==> src/rtl/frame_pkg.sv <==
// Shared defaults and state encoding for the frame-store read controller.
package frame_pkg;

    localparam int DATA_W_DEF    = 12;
    localparam int ADDR_W_DEF    = 10;
    localparam int RAM_DEPTH_DEF = 1024;

    typedef enum logic [1:0] {
        IDLE  = 2'd0,
        SCAN  = 2'd1,
        DRAIN = 2'd2,
        SWAP  = 2'd3
    } state_e;

endpackage

==> src/rtl/skid_buffer2.sv <==
// Two-entry FIFO between the buffer read-return path and the output stream.
// Entry 0 is always the head, so the head stays stable until it is popped.
module skid_buffer2 #(
    parameter int WIDTH = 13
) (
    input  logic             clk,
    input  logic             rst,
    input  logic             push_i,
    input  logic [WIDTH-1:0] din_i,
    input  logic             pop_i,
    output logic [WIDTH-1:0] head_o,
    output logic [1:0]       count_o
);

    logic [WIDTH-1:0] e0_q, e0_d;
    logic [WIDTH-1:0] e1_q, e1_d;
    logic [1:0]       cnt_q, cnt_d;
    logic             pop_eff;

    assign pop_eff = pop_i && (cnt_q != 2'd0);

    always_comb begin
        // NOTE: every variable gets a default first, so no path can leave one unassigned and infer a latch.
        e0_d  = e0_q;
        e1_d  = e1_q;
        cnt_d = cnt_q;
        case ({push_i, pop_eff})
            2'b10: begin
                if (cnt_q == 2'd0) e0_d = din_i;
                else               e1_d = din_i;
                cnt_d = cnt_q + 2'd1;
            end
            2'b01: begin
                e0_d  = e1_q;
                cnt_d = cnt_q - 2'd1;
            end
            2'b11: begin
                if (cnt_q == 2'd1) begin
                    e0_d = din_i;
                end else begin
                    e0_d = e1_q;
                    e1_d = din_i;
                end
            end
            default: ;
        endcase
    end

    always_ff @(posedge clk) begin
        if (rst) begin
            // NOTE: the two entries are cleared as well, so the stream data reads 0 straight after reset.
            e0_q  <= '0;
            e1_q  <= '0;
            cnt_q <= 2'd0;
        end else begin
            e0_q  <= e0_d;
            e1_q  <= e1_d;
            cnt_q <= cnt_d;
        end
    end

    assign head_o  = e0_q;
    assign count_o = cnt_q;

endmodule

==> src/rtl/frame_reader.sv <==
// Scans the front buffer of the frame store, streams each word over valid/ready,
// and requests the buffer swap at frame boundaries once the writer has flagged one.
module frame_reader
    import frame_pkg::*;
#(
    parameter int DATA_W     = DATA_W_DEF,
    parameter int ADDR_W     = ADDR_W_DEF,
    parameter int RAM_DEPTH  = RAM_DEPTH_DEF,
    parameter int CONTINUOUS = 1
) (
    input  logic              clk,
    input  logic              rst,
    input  logic              start,
    input  logic              frame_ready,
    output logic              buf_en,
    output logic              buf_swap_en,
    output logic [ADDR_W-1:0] buf_addr,
    input  logic [DATA_W-1:0] buf_dout,
    output logic [DATA_W-1:0] out_data,
    output logic              out_valid,
    input  logic              out_ready,
    output logic              out_last,
    output logic              busy,
    output logic              swapped
);

    localparam logic [ADDR_W-1:0] LAST_ADDR = ADDR_W'(RAM_DEPTH - 1);

    state_e            state_q, state_d;
    logic [ADDR_W-1:0] addr_q, addr_d;
    logic              inflight_q, inflight_last_q;
    logic              pend_swap_q, swapped_q;

    logic              issue, swap_issue, pop, at_last_addr;
    logic [1:0]        occ;
    logic [DATA_W:0]   head;

    skid_buffer2 #(.WIDTH(DATA_W + 1)) u_skid (
        .clk     (clk),
        .rst     (rst),
        .push_i  (inflight_q),
        .din_i   ({inflight_last_q, buf_dout}),
        .pop_i   (pop),
        .head_o  (head),
        .count_o (occ)
    );

    assign out_valid    = (occ != 2'd0);
    assign out_data     = out_valid ? head[DATA_W-1:0] : '0;
    assign out_last     = out_valid & head[DATA_W];
    assign pop          = out_valid & out_ready;
    assign at_last_addr = (addr_q == LAST_ADDR);

    always_ff @(posedge clk) begin
        if (rst) begin
            // NOTE: sequential state uses non-blocking assignments so every register samples pre-edge values.
            state_q <= IDLE;
        end else begin
            state_q <= state_d;
        end
    end

    always_comb begin
        state_d = state_q;
        case (state_q)
            IDLE:    if (start) state_d = SCAN;
            SCAN:    if (issue && at_last_addr) state_d = DRAIN;
            DRAIN:   if (pop && head[DATA_W]) state_d = SWAP;
            SWAP:    state_d = (CONTINUOUS != 0) ? SCAN : IDLE;
            default: state_d = IDLE;
        endcase
    end

    // Reads keep held + in-flight words at two or fewer, counting this cycle's pop.
    always_comb begin
        issue       = 1'b0;
        swap_issue  = 1'b0;
        buf_en      = 1'b0;
        buf_swap_en = 1'b0;
        busy        = (state_q != IDLE);
        case (state_q)
            SCAN: begin
                issue  = ({1'b0, occ} + {2'b00, inflight_q}) < (3'd2 + {2'b00, pop});
                buf_en = issue;
            end
            SWAP: begin
                swap_issue  = pend_swap_q | frame_ready;
                buf_en      = swap_issue;
                buf_swap_en = swap_issue;
            end
            default: ;
        endcase
    end

    always_comb begin
        addr_d = addr_q;
        if (state_q != SCAN)  addr_d = '0;
        else if (issue)       addr_d = at_last_addr ? '0 : addr_q + ADDR_W'(1);
    end

    always_ff @(posedge clk) begin
        if (rst) begin
            addr_q          <= '0;
            inflight_q      <= 1'b0;
            inflight_last_q <= 1'b0;
            pend_swap_q     <= 1'b0;
            swapped_q       <= 1'b0;
        end else begin
            addr_q          <= addr_d;
            inflight_q      <= issue;
            inflight_last_q <= issue & at_last_addr;
            pend_swap_q     <= swap_issue ? 1'b0 : (pend_swap_q | frame_ready);
            swapped_q       <= swap_issue;
        end
    end

    assign buf_addr = addr_q;
    assign swapped  = swapped_q;

endmodule

==> config.mk <==
export PLATFORM = sky130hd
export DESIGN_NAME = frame_reader
export DESIGN_NICKNAME = d
export VERILOG_FILES = /design/src/rtl/frame_pkg.sv /design/src/rtl/skid_buffer2.sv /design/src/rtl/frame_reader.sv
export SDC_FILE = /design/constraint.sdc
export NUM_CORES = 1
export LEC_CHECK = 0
export ABC_AREA = 1
export ABC_CLOCK_PERIOD_IN_PS = 2500
export BUFFER_PORTS_ARGS = -buffer_cell sky130_fd_sc_hd__buf_4
export CORE_ASPECT_RATIO = 1.25
export CORE_MARGIN = 2
export CORE_UTILIZATION = 55
export DETAILED_ROUTE_END_ITERATION = 16
export GPL_TIMING_DRIVEN = 0
export PLACE_DENSITY = 0.77
export SETUP_SLACK_MARGIN = 0.15
export SYNTH_ARGS = -nofsm -noshare
export SYNTH_HDL_FRONTEND = slang
export SYNTH_SLANG_ARGS = --single-unit
export TNS_END_PERCENT = 100
==> constraint.sdc <==
create_clock -name clk -period 2.5 [get_ports clk]
set_clock_uncertainty 0.2 [all_clocks]
set_input_delay 0.375 -clock clk [delete_from_list [all_inputs] [get_ports clk]]
set_output_delay 0.375 -clock clk [all_outputs]
set_load 0.1 [all_outputs]
==> impl_metrics.tcl, run 1 <==
set metrics [dict create \
    status "complete, no violations" \
    drv_cap 0 \
    pin_count 45 \
    synth_nets 349 \
    start_kind "register" \
    coreArea_mm2 0.00403 \
    synth-seq-cells 44 \
    cp-startpoint "inflight_q$_SDFF_PP0_" \
    crit_type "register to primary output" \
    grt_pass1_wl_um 8640 \
    synth.area.mux_share_pct 0 \
    cts_max_path_buffers 2 \
    avgViaCountPerCell 5.03 \
    combPwrFrac_pct 54.3 \
    clkPwrFrac_pct 14.6 \
    synth_edf_count 0 \
    row_count 26 \
    fmax_mhz 433 \
    ys_top_cells_by_area "dfxtp_1, inv_1, o21ai_0, ha_1, nand2_1" \
    routed_wirelength_um 5190 \
    synthesis.area_mm2 0.00228 \
    drc_errors 0 \
    switchingPower_w 0.00150 \
    route.met2.wl_um 2770 \
    fin_total_pwr_w 0.00316 \
    hold_path_class "input port to register" \
    hold_ws_ps 152 \
    rsz0062_at_grt "true" \
    final_area_mm2 0.00291 \
    die_area_mm2 0.00468 \
    r2r_start "u_skid.count_o[0]$_SDFFE_PP0P_" \
    ys_seq_area_share_pct 38.6 \
    wl_met3_um 201 \
    synth.avg_cell_area_um2 7.15 \
    vias 2175 \
    postPlaceCellArea_mm2 0.00268 \
    synthXorXnorAreaFrac_pct 1.54 \
    yosys.area_share.simple_pct 19.5 \
    synth_compound_area_share_pct 19.9 \
    cellPowerDensity_mw_per_mm2 1090 \
    yosysMostFrequentCell "inv_1" \
    antenna_found_initial 0 \
    setup_viol 0 \
    hold_viol 0 \
    port_buffers 43 \
    root_buffer "clkbuf_8" \
    final_layout_size_suffix_gt1_share_pct 25.8 \
    overflow 0 \
    critPathArrivalTime_ps 1740 \
    wl_per_cell_um 12.0 \
    synth_top_area_share_pct 38.6 \
    ir_drop_mv 0.450 \
    leakage_nw 1.35 \
    p_seq_share_pct 31.1 \
    yosys.area.top_type "dfxtp_1" \
    gp_congestion 0.805 \
    m1WireLength_um 2050 \
    post-route-min-period_ps 2310 \
    drt_pass1_iterations 4 \
    cp_data_required_time_ps 1920 \
    htreeDepth 2 \
    track_usage_pct 23.7 \
    synth_cell_types 28 \
    start_util_pct 56.5 \
    path_clk_slew_ps 80 \
    critPathCaptureType "primary output" \
    die_w_um 61.6 \
    cts_tree "done" \
    cts_made_buffers 5 \
    synthCells 319 \
    grt_max_degree 14 \
    hold_buffers 0 \
    relSlewSlack_pct 65.9 \
    hp-start "rst" \
    layout.nets 405 \
    synthFlopType "dfxtp_1" \
    synth_common_cells "inv_1, dfxtp_1, o21ai_0" \
    detail-route-antenna-nets 0 \
    cts.sinks 44 \
    clkLatencyLatePin_ps 300 \
    slew_violations 0 \
    tightest_slew_ps 505 \
    highest_layer "met4" \
    hpwl_um 3580 \
    yosys_warnings 0 \
    power.share.switching_pct 47.6 \
    synth-async-reset-ratio_pct 0 \
    critPathMaxFanout 2 \
    grt_pass1_vias 2021 \
    p_int_w 0.00166 \
    final_util_pct 72.2 \
    num_antenna_cells 0 \
    area_delta_synth_final_pct 27.8 \
    fin_crit_sh_pct 92.4 \
    synthAdderAreaFrac_pct 7.14 \
    drt_iter0_markers 146 \
    die_y_um 76.0 \
    synth_top_family_by_area "compound AO/OA/AOI/OAI gates" \
]
layout make-up:
| class | instances | area (um2) |
|---|---|---|
| Clock buffer | 6 | 82.6 |
| Inverter | 63 | 239 |
| Sequential cell | 44 | 893 |
| Tap cell | 56 | 70.1 |
| Buffer | 12 | 72.6 |
| Timing Repair Buffer | 49 | 380 |
| Clock inverter | 2 | 10.0 |
| Fill cell | 372 | 1120 |
| Multi-Input combinational cell | 200 | 1160 |
flip-flops by register name, indices dropped and copies added, names as in the netlist:
name,flops
buf_addr,10
inflight_last_q,1
inflight_q,1
pend_swap_q,1
state_q,2
swapped,1
u_skid.count_o,2
u_skid.e1_q,13
u_skid.head_o,13
kinds of logic after synthesis:
kind of cell,count (synthesis)
buffers and inverters,75
DFF,44
AOI/OAI and AO/OA,81
xor gates and xnor gates,4
and+or+nand+nor,102
adders and majority gates,13
through the flow:
step	std cells	setup slack, ps	setup TNS [ps]
after floorplan	319	-235	-2440
after global placement	418	-54.3	-353
after detailed placement	418	-75.3	-549
after CTS	432	150	0
after global routing	432	95.3	0
final	432	189	0
critical path, cell delays in order (launching register included):
cell and delay [ps]:
dfxtp_4 350, ha_2 170, ha_2 160, or2_4 220, a21o_1 180, buf_6 130
nand2_4 50, buf_12 170
placed cells by master (no fill, tap or decap), types with 2 or more instances in the layout:
cell / Yosys / routed
nor3_1: 4 / 4
clkbuf_1: 6 / 3
ha_4: 0 / 4
buf_4: 3 / 51
inv_2: 3 / 4
nor2_1: 38 / 38
ha_2: 0 / 2
nand3_1: 6 / 6
clkinv_2: 0 / 2
ha_1: 13 / 7
a21oi_1: 22 / 21
o211ai_1: 14 / 14
buf_2: 2 / 4
nor3_2: 2 / 2
inv_1: 59 / 57
xor2_1: 4 / 4
o21ai_1: 1 / 5
dfxtp_2: 0 / 4
nand2_2: 3 / 4
clkbuf_8: 0 / 6
o21ai_0: 42 / 38
nand4_1: 3 / 3
dfxtp_4: 0 / 2
nor2_2: 2 / 2
dfxtp_1: 44 / 38
nand2_1: 40 / 38
power by group through the flow:
stage | Sequential [W] | Clock, W | Combinational, W
floorplan | 0.00101 | 0 | 0.00121
global placement | 0.000981 | 0 | 0.00153
detailed placement | 0.000988 | 0 | 0.00155
CTS | 0.000974 | 0.000472 | 0.00166
global route | 0.00101 | 0.000495 | 0.00188
finish | 0.000983 | 0.000461 | 0.00172
worst paths after layout:
kind                                          to  slack, ps  depth (start not counted)
setup / recovery                          buf_en        190                          7
hold / removal             inflight_q$_SDFF_PP0_        150                          2
setup reg to reg  u_skid.head_o[10]$_SDFFE_PP0P_        290                         12
hold reg to reg     u_skid.e1_q[12]$_SDFFE_PP0P_        250                          2
layer usage:
layer,GRT usage (%),up-vias
met3,3.23,14
met2,41.4,60
met1,26.9,977
met5,0,-
li1,-,1124
met4,11.3,0
what timing repair did:
action,4_1_cts,5_1_grt
cloned,0,0
pin swaps,2,1
gates resized for setup,16,19
buffers inserted,6,0
setup endpoints to repair,34,32
endpoints found under the hold margin,0,0
No activity file was read; power rests on OpenSTA's default activity.
==> run 2, diff against run 1 <==
- BUFFER_PORTS_ARGS: -buffer_cell sky130_fd_sc_hd__buf_4 -> -buffer_cell sky130_fd_sc_hd__buf_2
- CORE_UTILIZATION: 55 -> 40
- PLACE_DENSITY: 0.77 -> 0.58
- RECOVER_POWER: not set -> 50
==> impl_metrics.tcl, run 2 (synthesis gave the netlist of run 1 again) <==
set metrics [dict create \
    rsz0062_at_grt "true" \
    reg2regPathDepth 9 \
    cpPeakStageDelay_ps 370 \
    detail-route-antenna-nets 0 \
    clkLatencyLatePin_ps 300 \
    ir_drop_mv 0.333 \
    critPathMaxFanout 7 \
    fin_total_pwr_w 0.00310 \
    postPlaceCellArea_mm2 0.00258 \
    hold_path_class "input port to register" \
    port_buffers 43 \
    num_antenna_cells 0 \
    cp_data_required_time_ps 1920 \
    fin_crit_sh_pct 94.2 \
    timing.critical_path.mode_cell "ha_4" \
    drv_cap 0 \
    path_delay_family "flip-flops" \
    mostFrequentLayoutCell "inv_1" \
    start_util_pct 41.6 \
    tightest_slew_ps 1160 \
    place_worst_setup_slack_ps -123 \
    pin_count 45 \
    layout.nets 407 \
    final_util_pct 51.9 \
    cts_max_path_buffers 2 \
    vias 2134 \
    final_area_mm2 0.00284 \
    setup_viol 0 \
    leakage_nw 1.30 \
    cellPowerDensity_mw_per_mm2 1090 \
    fmax_mhz 424 \
    path_clk_slew_ps 90 \
    cts.sinks 44 \
    grt_max_degree 15 \
    r2r_slack_ps 240 \
    hpwl_um 3760 \
    hold_viol 0 \
    relSlewSlack_pct 22.9 \
    cp-startpoint "u_skid.count_o[0]$_SDFFE_PP0P_" \
    critPathCaptureType "primary output" \
    worst_slack_ps 144 \
    die_area_mm2 0.00632 \
    row_count 30 \
    hold_buffers 0 \
    crit_type "register to primary output" \
    die_y_um 88.4 \
    critPathArrivalTime_ps 1780 \
    worstReg2RegEnd "buf_addr[7]$_SDFFE_PP0P_" \
    htreeDepth 2 \
    whs_path_depth 3 \
    post-route-min-period_ps 2360 \
    start_kind "register" \
    drt_iter0_markers 72 \
    area_delta_synth_final_pct 24.7 \
    r2r_start "u_skid.count_o[0]$_SDFFE_PP0P_" \
    slew_violations 0 \
    cts_made_buffers 5 \
    root_buffer "clkbuf_8" \
    grt_pass1_wl_um 8740 \
    layout_common_cells "inv_1, nand2_1, o21ai_0, nor2_1, dfxtp_1" \
    track_usage_pct 17.5 \
    drt_pass1_iterations 4 \
    overflow 0 \
    gp_congestion 0.782 \
    worstSetupEndpoint "buf_en" \
    grt_pass1_vias 1942 \
    routed_wirelength_um 5380 \
    coreArea_mm2 0.00548 \
    path_cells "ha_4 -> ha_4 -> or2_4 -> a21o_1 -> buf_6 -> nand2_4 -> buf_12" \
    drc_errors 0 \
    path_buf_inv 2 \
    status "complete, no violations" \
    cts_tree "done" \
    crit_cells 7 \
    slowest_stage "dfxtp_4" \
    avgViaCountPerCell 4.83 \
    final_layout_size_suffix_gt1_share_pct 22.2 \
    antenna_found_initial 0 \
    die_w_um 71.5 \
    wl_per_cell_um 12.2 \
]
## run 2: cell count changes in the layout (fill, tap and decap cells not counted), sizes merged
cell and delta:
clkinv +1, buf -15, clkbuf +16
## run 2: cell type report
type	instances	area [um2]
Buffer	12	78.8
Clock buffer	5	68.8
Clock inverter	3	18.8
Fill cell	571	2640
Inverter	63	236
Multi-Input combinational cell	200	1170
Sequential cell	44	895
Tap cell	64	80.1
Timing Repair Buffer	51	299
## run 2: worst min-delay path by stage
| stage | start | to | slack [ps] |
|---|---|---|---|
| final | frame_ready | pend_swap_q$_SDFF_PP0_ | 150 |
| after CTS | frame_ready | pend_swap_q$_SDFF_PP0_ | 150 |
| after global placement | u_skid.e1_q[5]$_SDFFE_PP0P_ | u_skid.e1_q[5]$_SDFFE_PP0P_ | 230 |
| after global routing | frame_ready | pend_swap_q$_SDFF_PP0_ | 170 |
| after floorplan | u_skid.e1_q[12]$_SDFFE_PP0P_ | u_skid.e1_q[12]$_SDFFE_PP0P_ | 220 |
| after detailed placement | u_skid.e1_q[5]$_SDFFE_PP0P_ | u_skid.e1_q[5]$_SDFFE_PP0P_ | 240 |
## run 2: what timing repair did
action | CTS | global route
buffers inserted | 3 | 5
pin swaps | 1 | 4
endpoints found under the setup margin | 34 | 26
resized for setup | 22 | 29
## run 2: where the power goes
group          switching [W]  leakage (nW)  internal (W)
registers          0.0000842         0.363      0.000903
clock network       0.000252        0.0479      0.000195
logic                0.00116         0.893      0.000505
## run 2: tightest hold or removal path: stages
cell and delay [ps]:
buf_2 80, nor2_1 40, nor3_1 110
## run 2: stage by stage
step	setup TNS, ps	hold WS [ps]	std cells
after detailed placement	-1700	240	426
after global placement	-1200	235	426
after global routing	0	167	442
final	0	152	442
after CTS	0	146	437
after floorplan	-2440	225	319
## run 2: metal layers
| metal | vias up | wire length [um] | track usage [%] | part of all wire, % |
|---|---|---|---|---|
| li1 | 1127 | - | - | - |
| met1 | 955 | 2260 | 19.7 | 42 |
| met2 | 48 | 2860 | 33.2 | 53 |
| met3 | 4 | 220 | 2.51 | 4.1 |
| met4 | 0 | 46 | 6.69 | 0.85 |
| met5 | - | 0 | 0 | 0 |
==> run 3, diff against run 2 <==
- PLACE_DENSITY: 0.58 -> not set
- PLACE_DENSITY_LB_ADDON: not set -> 0.12
==> impl_metrics.tcl, run 3 (synthesis gave the netlist of run 1 again) <==
set metrics [dict create \
    setup_viol 0 \
    cts.sinks 44 \
    leakage_nw 1.29 \
    coreArea_mm2 0.00548 \
    reg2regPathDepth 9 \
    drt_iter0_markers 97 \
    cp_data_required_time_ps 1920 \
    path_buf_inv 2 \
    die_area_mm2 0.00632 \
    fmax_mhz 426 \
    vias 2119 \
    ir_drop_mv 0.529 \
    drt_pass1_iterations 4 \
    switchingPower_w 0.00150 \
    avgViaCountPerCell 4.80 \
    clkLatencyLatePin_ps 310 \
    grt_pass1_wl_um 8760 \
    layout_common_cells "inv_1, nand2_1, o21ai_0, nor2_1, dfxtp_1" \
    whs_path_depth 2 \
    timing.critical_path.mode_cell "ha_4" \
    crit_type "register to primary output" \
    clkPwrFrac_pct 14.9 \
    root_buffer "clkbuf_8" \
    grt_pass1_vias 1948 \
    path_cells "ha_4 -> ha_4 -> or2_4 -> a21o_1 -> buf_6 -> nand2_4 -> buf_12" \
    relSlewSlack_pct 22.8 \
    detail-route-antenna-nets 0 \
    n_fill_cell 555 \
    status "complete, no violations" \
    routed_wirelength_um 5350 \
    num_antenna_cells 0 \
    power.share.switching_pct 48.4 \
    cellPowerDensity_mw_per_mm2 1100 \
    cts_max_path_buffers 2 \
    area_delta_synth_final_pct 24.2 \
    start_util_pct 41.6 \
    path_delay_family "flip-flops" \
    critPathCaptureType "primary output" \
    mostFrequentLayoutCell "inv_1" \
    post-route-min-period_ps 2350 \
    slowest_stage "dfxtp_4" \
    gp_congestion 0.783 \
    pin_count 45 \
    fin_crit_sh_pct 93.9 \
    final_layout_size_suffix_gt1_share_pct 22.0 \
    layout.nets 406 \
    htreeDepth 2 \
    combPwrFrac_pct 53.3 \
    port_buffers 43 \
    wl_per_cell_um 12.1 \
    hpwl_um 3770 \
    path_clk_slew_ps 80 \
    tightest_slew_ps 1160 \
    start_kind "register" \
    cts_made_buffers 5 \
    rsz0062_at_grt "true" \
    worst_slack_ps 154 \
    critPathMaxFanout 6 \
    die_w_um 71.5 \
    hold_ws_ps 143 \
    track_usage_pct 17.5 \
    overflow 0 \
    row_count 30 \
    p_int_w 0.00160 \
    drv_cap 0 \
    slew_violations 0 \
    grt_max_degree 16 \
    hold_viol 0 \
    hold_path_class "input port to register" \
    place_worst_setup_slack_ps -85.8 \
    drc_errors 0 \
    p_seq_share_pct 31.8 \
    antenna_found_initial 0 \
    die_y_um 88.4 \
    critPathArrivalTime_ps 1770 \
    cpPeakStageDelay_ps 370 \
    crit_cells 7 \
    cts_tree "done" \
]
-- run 3: cell count changes in the layout (fill, tap and decap cells not counted), moves of 2 or more --
cell | previous run | this run
clkinvlp_4 | 0 | 2
inv_2 | 3 | 5
clkinv_2 | 2 | 0
inv_1 | 59 | 57
-- run 3: power by group through the flow --
stage	sequential [W]	clock, W	combinational [W]
3_3_place_gp	0.000983	0	0.00150
4_1_cts	0.000973	0.000477	0.00159
3_5_place_dp	0.000987	0	0.00152
2_1_floorplan	0.00101	0	0.00121
6_report	0.000988	0.000462	0.00166
5_1_grt	0.00101	0.000507	0.00184
-- run 3: cell type report --
class | count | area [um2] | area share (%)
Buffer | 12 | 76.3 | 2.70
Clock buffer | 5 | 68.8 | 2.43
Clock inverter | 3 | 23.8 | 0.840
Inverter | 63 | 236 | 8.35
Multi-Input combinational cell | 200 | 1160 | 41.0
Sequential cell | 44 | 895 | 31.6
Tap cell | 64 | 80.1 | 2.83
Timing Repair Buffer | 50 | 290 | 10.3
-- run 3: path summary, 6_finish.rpt --
check / startpoint / to / slack, ps
setup / recovery: u_skid.count_o[0]$_SDFFE_PP0P_ / buf_en / 150
hold / removal: rst / inflight_q$_SDFF_PP0_ / 140
setup reg to reg: u_skid.count_o[0]$_SDFFE_PP0P_ / buf_addr[7]$_SDFFE_PP0P_ / 210
hold reg to reg: u_skid.e1_q[0]$_SDFFE_PP0P_ / u_skid.e1_q[0]$_SDFFE_PP0P_ / 250
-- run 3: routing by layer --
layer	GRT usage, %	wire (um)	part of all wire (%)
met5	0	0	0
met4	5.83	67	1.3
met3	4.67	227	4.2
met2	32.7	2810	52
met1	19.0	2250	42
-- run 3: per-stage QoR --
step / util [%] / std cells / total power (W) / setup TNS [ps] / cell area [um2]
after floorplan: - / 319 / 0.00222 / -2440 / 2280
after global placement: 47.1 / 426 / 0.00248 / -924 / 2580
after detailed placement: 47.1 / 426 / 0.00250 / -759 / 2580
after CTS: 49.9 / 435 / 0.00304 / 0 / 2740
after global routing: 51.7 / 441 / 0.00336 / 0 / 2830
final: 51.7 / 441 / 0.00311 / 0 / 2830
-- run 3: repair_timing --
item,CTS,global route
pin swaps,1,3
gates cloned,0,0
gates resized for setup,23,28
hold buffers,0,0
buffers inserted,1,6
hold endpoints to repair,0,0
setup endpoints to repair,34,12
